==> src/rtl/uart_pkg.sv <==
// Shared definitions for the UART transmitter: FSM encoding and frame constants.
package uart_pkg;

  typedef enum logic [1:0] {
    S_IDLE  = 2'd0,
    S_START = 2'd1,
    S_DATA  = 2'd2,
    S_STOP  = 2'd3
  } state_t;

  localparam int DATA_BITS             = 8;
  localparam int FRAME_BITS            = 10;
  localparam int DEFAULT_TICKS_PER_BIT = 108;

endpackage

==> src/rtl/uart_tx_fifo.sv <==
// Circular byte FIFO feeding the UART shifter.
// Pushes while full and pops while empty are dropped.
module uart_tx_fifo
  import uart_pkg::*;
#(
  parameter int FIFO_DEPTH = 4
) (
  input  logic                 clk,
  input  logic                 reset_n,
  input  logic                 push,
  input  logic [DATA_BITS-1:0] din,
  input  logic                 pop,
  output logic [DATA_BITS-1:0] dout,
  output logic                 full,
  output logic                 empty
);

  localparam int AW = $clog2(FIFO_DEPTH);
  localparam int CW = AW + 1;

  logic [DATA_BITS-1:0] r_mem [FIFO_DEPTH];
  logic [AW-1:0]        r_wr;
  logic [AW-1:0]        r_rd;
  logic [CW-1:0]        r_count;
  logic                 w_push;
  logic                 w_pop;

  assign full   = (r_count == CW'(FIFO_DEPTH));
  assign empty  = (r_count == '0);
  assign w_push = push & ~full;
  assign w_pop  = pop & ~empty;
  assign dout   = r_mem[r_rd];

  always_ff @(posedge clk or negedge reset_n) begin
    if (!reset_n) begin
      r_wr    <= '0;
      r_rd    <= '0;
      r_count <= '0;
    end else begin
      if (w_push) r_wr <= r_wr + 1'b1;
      if (w_pop)  r_rd <= r_rd + 1'b1;
      unique case ({w_push, w_pop})
        2'b10:   r_count <= r_count + 1'b1;
        2'b01:   r_count <= r_count - 1'b1;
        default: r_count <= r_count;
      endcase
    end
  end

  // Storage needs no reset: only entries behind r_count are ever read.
  always_ff @(posedge clk) begin
    if (w_push) r_mem[r_wr] <= din;
  end

endmodule

==> src/rtl/uart_tx.sv <==
// 8N1 UART transmitter paced by rising edges of a divided-clock level.
// Frames follow one another with no idle gap while the FIFO has data.
module uart_tx
  import uart_pkg::*;
#(
  parameter int TICKS_PER_BIT = DEFAULT_TICKS_PER_BIT,
  parameter int FIFO_DEPTH    = 4
) (
  input  logic                 clk,
  input  logic                 reset_n,
  input  logic                 clkdiv,
  input  logic [DATA_BITS-1:0] tx_data,
  input  logic                 tx_valid,
  output logic                 tx_ready,
  output logic                 txd,
  output logic                 busy
);

  localparam int TW = (TICKS_PER_BIT > 1) ? $clog2(TICKS_PER_BIT) : 1;
  localparam logic [TW-1:0] TLAST = TW'(TICKS_PER_BIT - 1);

  logic                 r_clkdiv_q;
  state_t               r_state;
  logic [TW-1:0]        r_tcnt;
  logic [2:0]           r_bidx;
  logic [DATA_BITS-1:0] r_sr;
  logic                 r_txd;

  logic                 w_tick;
  logic                 w_end;
  logic                 w_pop;
  logic                 w_full;
  logic                 w_empty;
  logic [DATA_BITS-1:0] w_dout;

  assign w_tick   = clkdiv & ~r_clkdiv_q;
  assign w_end    = (r_tcnt == TLAST);
  assign w_pop    = w_tick & ~w_empty &
                    ((r_state == S_IDLE) | ((r_state == S_STOP) & w_end));
  assign tx_ready = ~w_full;
  assign txd      = r_txd;
  assign busy     = (r_state != S_IDLE) | ~w_empty;

  uart_tx_fifo #(
    .FIFO_DEPTH(FIFO_DEPTH)
  ) u_fifo (
    .clk    (clk),
    .reset_n(reset_n),
    .push   (tx_valid),
    .din    (tx_data),
    .pop    (w_pop),
    .dout   (w_dout),
    .full   (w_full),
    .empty  (w_empty)
  );

  always_ff @(posedge clk or negedge reset_n) begin
    if (!reset_n) begin
      r_clkdiv_q <= 1'b0;
      r_state    <= S_IDLE;
      r_tcnt     <= '0;
      r_bidx     <= '0;
      r_sr       <= '0;
      r_txd      <= 1'b1;
    end else begin
      r_clkdiv_q <= clkdiv;
      if (w_tick) begin
        unique case (r_state)
          S_IDLE: begin
            if (!w_empty) begin
              r_sr    <= w_dout;
              r_tcnt  <= '0;
              r_state <= S_START;
              r_txd   <= 1'b0;
            end
          end
          S_START: begin
            if (w_end) begin
              r_tcnt  <= '0;
              r_bidx  <= '0;
              r_state <= S_DATA;
              r_txd   <= r_sr[0];
            end else begin
              r_tcnt <= r_tcnt + 1'b1;
            end
          end
          S_DATA: begin
            if (w_end) begin
              r_tcnt <= '0;
              r_sr   <= r_sr >> 1;
              if (r_bidx == 3'(DATA_BITS - 1)) begin
                r_state <= S_STOP;
                r_txd   <= 1'b1;
              end else begin
                r_bidx <= r_bidx + 1'b1;
                r_txd  <= r_sr[1];
              end
            end else begin
              r_tcnt <= r_tcnt + 1'b1;
            end
          end
          S_STOP: begin
            if (w_end) begin
              r_tcnt <= '0;
              // Chain straight into the next start bit when data is waiting.
              if (!w_empty) begin
                r_sr    <= w_dout;
                r_state <= S_START;
                r_txd   <= 1'b0;
              end else begin
                r_state <= S_IDLE;
                r_txd   <= 1'b1;
              end
            end else begin
              r_tcnt <= r_tcnt + 1'b1;
            end
          end
        endcase
      end
    end
  end

endmodule

==> config.mk <==
export PLATFORM = sky130hd
export DESIGN_NAME = uart_tx
export DESIGN_NICKNAME = d
export VERILOG_FILES = /design/src/rtl/uart_pkg.sv /design/src/rtl/uart_tx_fifo.sv /design/src/rtl/uart_tx.sv
export SDC_FILE = /design/constraint.sdc
export NUM_CORES = 1
export LEC_CHECK = 0
export BUFFER_PORTS_ARGS = -buffer_cell sky130_fd_sc_hd__clkbuf_2
export CELL_PAD_IN_SITES_DETAIL_PLACEMENT = 0
export CELL_PAD_IN_SITES_GLOBAL_PLACEMENT = 1
export CORE_MARGIN = 2
export CORE_UTILIZATION = 55
export DETAILED_ROUTE_END_ITERATION = 10
export PLACE_DENSITY = 0.83
export SYNTH_ARGS = -nofsm -noshare
export SYNTH_HDL_FRONTEND = slang
export SYNTH_HIERARCHICAL = 1
export SYNTH_SLANG_ARGS = --single-unit
==> constraint.sdc <==
create_clock -name clk -period 4.3 [get_ports clk]
set_input_delay 0.215 -clock clk [delete_from_list [all_inputs] [get_ports clk]]
set_output_delay 0.215 -clock clk [all_outputs]
set_load 0.03 [all_outputs]
# ---- Word level (Yosys, flattened, before mapping)
# Memory sizes are Yosys's and may differ from the RTL's.
# Index checks and enable logic that the tools add are counted.
dict set report totals {
  reg_bits 29
  mem_bits_rw 32
  inputBits 12
  output_inout_bits 3
  wordCells 81
  mem_count 1
}
# name depth width read_ports rd_ports_with_merged_regs wr line
set memory_table {}
lappend memory_table {u_fifo.r_mem 4 8 1 0 1 uart_tx_fifo.sv:21} ;# logic [DATA_BITS-1:0] r_mem [FIFO_DEPTH];
dict set report classes {
  n_addsub 6
  eq_ne 14
  n_mux 28
  bitwise_logic 11
  n_reduce_logical 12
}
# cell n
set op_table {}
lappend op_table {{2-to-1 mux 8 bit} 3}
lappend op_table {{case mux 8 bit (3 select lines)} 1}
lappend op_table {{2-to-1 mux 7 bit} 2}
lappend op_table {{case mux 7 bit (2 select lines)} 1}
lappend op_table {{inequality test 2 bit (second input constant)} 6}
lappend op_table {{case mux 3 bit (2 select lines)} 2}
lappend op_table {{2-to-1 mux 2 bit} 5}
lappend op_table {{AND reduction 5 bit} 2}
lappend op_table {{2-to-1 mux 1 bit} 9}
lappend op_table {{2-to-1 mux 3 bit} 3}
lappend op_table {{case mux 2 bit (4 select lines)} 1}
lappend op_table {{adder 7 x 1 -> 7 bit (second input constant)} 1}
lappend op_table {{equality test 7 bit (second input constant)} 1}
lappend op_table {{adder 3 x 1 -> 3 bit (second input constant)} 2}
lappend op_table {{AND 1 bit} 6}
lappend op_table {{equality test 2 bit (second input constant)} 3}
lappend op_table {{equality test 3 bit (second input constant)} 2}
lappend op_table {{AND reduction 6 bit} 1}
lappend op_table {{nonzero test 2 bit} 3}
lappend op_table {{adder 2 x 1 -> 2 bit (second input constant)} 2}
lappend op_table {{equality test 2 x 1 -> 1 bit (second input constant)} 2}
lappend op_table {{case mux 1 bit (4 select lines)} 1}
lappend op_table {{AND reduction 4 bit} 1}
lappend op_table {{logical NOT 3 bit} 1}
lappend op_table {{7 further kinds} 10}

# ---- Longest topological paths before layout
dict set report depth {
  ltp_word 7
  ltp_mapped 12
  depth_no_buf 12
}

# ---- Modules after synthesis
# The synthesis kept the hierarchy.
# mod instances cells_each area_each_um2 seq_area_each_um2
set modules_own_cells {}
lappend modules_own_cells {uart_tx_fifo 1 79 1592.8 1136.1}
lappend modules_own_cells {uart_tx 1 117 1277.5 551.8}

# ---- Least setup slack after synthesis
# Ideal clock, no wire load.
dict set report synth_timing {
  path_kind {reg2reg}
  start {register r_tcnt[2]}
  end {register u_fifo.r_count[2]}
  setup_ps 79
  arrival_time_ps 2225
  t_required_ps 4221
  path_slack_ps 1995
  stages_incl_launch_ff 12
  path_buffers 0
  synth_period_minus_slack_ps 2305
  path_cell_list {dfrtp_1 > and4bb_1 > and2_4 > a21oi_1 > nor3_1 > o31a_2 > ha_1 > inv_1 > fa_1 > xor2_1 > nor2_1 > xor2_1}
}
dict set report synth_between {
  elab_chain_cells 7
  word_cells_on_any_way 9
  cone_classes {eq/ne (3); mux (1); bitwise (4); reduce/logical (1)}
}
# element line
set synth_lines {}
lappend synth_lines {{start, declared} uart_tx.sv:24} ;# logic [TW-1:0] r_tcnt;
lappend synth_lines {{start signal, assigned} uart_tx.sv:84} ;# r_tcnt <= r_tcnt + 1'b1;
lappend synth_lines {{start signal, assigned} uart_tx.sv:99} ;# r_tcnt <= r_tcnt + 1'b1;
lappend synth_lines {{start signal, assigned} uart_tx.sv:115} ;# r_tcnt <= r_tcnt + 1'b1;
lappend synth_lines {{equality test 7 bit (*)} uart_tx.sv:37} ;# assign w_end = (r_tcnt == TLAST);
lappend synth_lines {{AND 1 bit (*)} uart_tx.sv:39} ;# ((r_state == S_IDLE) | ((r_state == S_STOP) & w_end));
lappend synth_lines {{bitwise OR 1 bit (*)} uart_tx.sv:39}
lappend synth_lines {{AND 1 bit (*)} uart_tx.sv:38} ;# assign w_pop = w_tick & ~w_empty &
lappend synth_lines {{net w_pop} uart_tx.sv:31} ;# logic w_pop;
lappend synth_lines {{AND 1 bit (*)} uart_tx_fifo.sv:31} ;# assign w_pop = pop & ~empty;
lappend synth_lines {{net u_fifo.w_pop} uart_tx_fifo.sv:26} ;# logic w_pop;
lappend synth_lines {{equality test 2 x 1 -> 1 bit / equality test 2 bit (equally long branches)} uart_tx_fifo.sv:42} ;# unique case ({w_push, w_pop})
lappend synth_lines {{case mux 3 bit (2 select lines) / nonzero test 2 bit (equally long branches)} --}
lappend synth_lines {{end signal, assigned} uart_tx_fifo.sv:43} ;# 2'b10: r_count <= r_count + 1'b1;
lappend synth_lines {{end signal, assigned} uart_tx_fifo.sv:44} ;# 2'b01: r_count <= r_count - 1'b1;
lappend synth_lines {{end signal, assigned} uart_tx_fifo.sv:45} ;# default: r_count <= r_count;
lappend synth_lines {{end, declared} uart_tx_fifo.sv:24} ;# logic [CW-1:0] r_count;
# Mark *: on every way through the listed nets, which the timed path passes. The rest lies on a longest branch.
# A chain may end at the register's enable or synchronous reset.

# ---- Worst setup path in the final report
dict set report layout_timing {
  start {register r_tcnt[0]}
  end {register u_fifo.r_count[2]}
}
# The elaborated chain is that of the path after synthesis.

==> metrics.txt <==
outcome=finished clean; I/O Buffers=14; Fmax achieved=between 300 and 400 MHz; Root Driver=clkbuf_8; post-synth top area share=between 30% and 40%; routed vias/inst=5.27; Die Y=76.2 um; Rows=26; NumNets Final=approximately 250; leak pwr=1.32 nW; predominant post-synthesis flop cell=edfxtp_1; clk buf depth=2; Area Growth Syn to Fin=12.5%; sequential-to-total area share from yosys stat=58.8%; Ys Warns=6; largest area contributor in the netlist=edfxtp_1; kind of critical path=reg -> reg; post-route setup TNS=0 ps; clk slew on worst S/H paths=roughly 70 ps; initial antenna violation count=0; RSZ-0062 raised after global routing=false; vias=1550; HPWL after DPL=3330 um; share of cells above drive strength 1=32.1%; Tot GR Track Use=between 10% and 20%; final wirelength=between 4000 and 5000 um; die area=0.00581 sq mm; Slew Viols, Final=0; Sink Count=61; TritonCTS clock tree=yes; area of the multi-input gates=between 0.001 and 0.0015 sq mm; H-tree levels=3; Post-route DRC=0; Iter 0 DRT Violations=66; asr flop ratio synth=47.5%; Routed wire per std cell=about 15 um; min Tclk post-route=2620 ps; cts bufs inserted=9; Synth Instances=196; I/O Pins=15; worst hold slack=101 ps; # setup viols final=0; Antenna Violating Nets Remaining=0; Fin Clk Skew=7.35 ps; most frequent cell after synthesis=edfxtp_1; Final Wtd Congestion=0.779; Post-synth EDFFs=32; first-pass GRT wire length=7890 um; Max VDD drop=about 0.37 mV; Core Box Area=0.00507 sq mm; post-synthesis cell type count=40; arrival time worst endpoint=2880 ps; CP endpoint kind=flip-flop; ANT cells=0; area of the mapped netlist=0.00287 sq mm; maxcap violations=0; vias in the first global route=1654; 1st-pass router iterations=6; Initial Utilization=56.6%; number of synthesized register bits=a little over 60; worst slew pin tran=about 730 ps; die width=76.2 um; fill cell count=379; CP Launch Type=flip-flop; Total Power=2.07 mW; Mean Syn Cell Area=14.6 sq um; grt ovf=0; Final Cycle Share=61.0%; top cells by count, synth=32 x edfxtp_1, 28 x dfrtp_1, 17 x mux2_2; pin count of the biggest net entering global routing=30; Syn Nets=223; Worst Path Max Fanout=5; power per cell area=roughly 640 mW/mm^2; Worst-Skew Late Latency=330 ps; WP data required=~4600 ps; Fin. Hold Viols=0; Hold WC Path Type=in -> reg; Post-CTS Repair Setup Buffers=0; Worst slew margin=51.4%; Reg area=0.00169 sq mm; dominant cells by area after synthesis=edfxtp_1 33%, dfrtp_1 24%, mux2_2 6.7%
-- cell families (layout without fill, tap and decap cells) --
family                     Yosys count  after routing  share of synthesized area (%)
muxes                               31             31                           15.4
and+or+nand+nor                     48             48                           10.0
DFF                                 61             61                           58.8
AOI/OAI and AO/OA                   16             16                           4.01
xor gates and xnor gates             9              9                           2.75
adders and majority gates           15             15                           6.80
buffers and inverters               16             44                           2.22
-- routing by layer --
layer  track usage, %  share of wire (%)  vias up
met4             7.09                1.7        0
met3             5.81                3.0        9
met2             30.2                 51       27
li1                 -                  -      756
met1             21.2                 44      758
met5                0                  0        -
-- layout make-up --
cell class	instances	area share [%]
inverter	12	1.40
multi-input combinational	119	34.7
clock inverter	7	2.33
sequential	61	52.3
tap	70	2.71
timing repair buffer	16	2.79
clock buffer	9	3.84
-- power by group --
group / leakage (nW) / switching [mW] / internal (mW)
Sequential: 0.644 / 0.130 / 0.785
Combinational: 0.581 / 0.308 / 0.344
Clock: 0.0918 / 0.230 / 0.269
Total: 1.32 / 0.669 / 1.40
-- stage by stage --
step                setup WS, ps  cell area (sq um)  std cells  utilization [%]
floorplan                   2000               2870        196                -
global placement            1880               3010        276             59.3
detailed placement          1680               3010        276             59.3
CTS                         1660               3220        293             63.4
global route                1500               3230        294             63.6
finish                      1680               3230        294             63.6
-- critical path: stages, from the launching register on --
cell     delay, ps
dfrtp_1        390
ha_1           200
and2_2         170
and2_4         180
a21oi_1         70
nor3_1         220
o31a_2         220
ha_1           200
inv_1           60
fa_1           380
xor2_1         150
nor2_1         120
xor2_1         170
-- flip-flops by register name, summed over array words and instances (netlist names) --
| signal | flops |
|---|---|
| u_fifo/r_mem | 32 |
| r_sr | 8 |
| r_tcnt | 7 |
| r_bidx | 3 |
| u_fifo/r_count | 3 |
| r_state | 2 |
| u_fifo/r_rd | 2 |
| u_fifo/r_wr | 2 |
| r_clkdiv_q | 1 |
| txd | 1 |
-- layout by cell type (no fill, tap or decap), types with 2 or more instances in the layout --
| cell | synthesis | layout |
|---|---|---|
| edfxtp_1 | 32 | 32 |
| dfrtp_1 | 28 | 28 |
| mux2_2 | 17 | 17 |
| ha_1 | 14 | 14 |
| clkbuf_2 | 0 | 14 |
| inv_1 | 12 | 12 |
| nand2_1 | 10 | 10 |
| clkbuf_8 | 0 | 9 |
| nor2_1 | 8 | 8 |
| mux4_2 | 8 | 8 |
| and2_2 | 6 | 6 |
| xor2_1 | 6 | 6 |
| nor3_1 | 5 | 5 |
| a21oi_1 | 4 | 4 |
| o21ai_0 | 4 | 4 |
| mux2i_1 | 4 | 4 |
| nor2b_1 | 4 | 4 |
| clkinvlp_4 | 0 | 3 |
| xnor2_1 | 3 | 3 |
| nand2b_1 | 2 | 2 |
| and3_2 | 2 | 2 |
| mux2_4 | 2 | 2 |
| nand4_1 | 2 | 2 |
| nand3_1 | 2 | 2 |
| dlygate4sd3_1 | 0 | 2 |
-- repair_timing --
| action | 4_1_cts | 5_1_grt |
|---|---|---|
| hold buffers | 1 | 1 |
| setup endpoints to repair | 0 | 0 |
| hold endpoints to repair | 28 | 1 |
| resized for setup | 0 | 0 |
-- final timing paths --
kind	from	end	slack (ps)	depth (start not counted)
setup / recovery	r_tcnt[0]	u_fifo/r_count[2]	1680	12
hold / removal	tx_data[1]	u_fifo/r_mem[3][1]	100	1
setup reg to reg	r_tcnt[0]	u_fifo/r_count[2]	1680	12
hold reg to reg	r_sr[5]	r_sr[5]	500	1
max in group asynchronous	reset_n	u_fifo/r_rd[1]	3360	2
min in group asynchronous	reset_n	r_clkdiv_q	470	2
(Power assumes the default switching activity.)
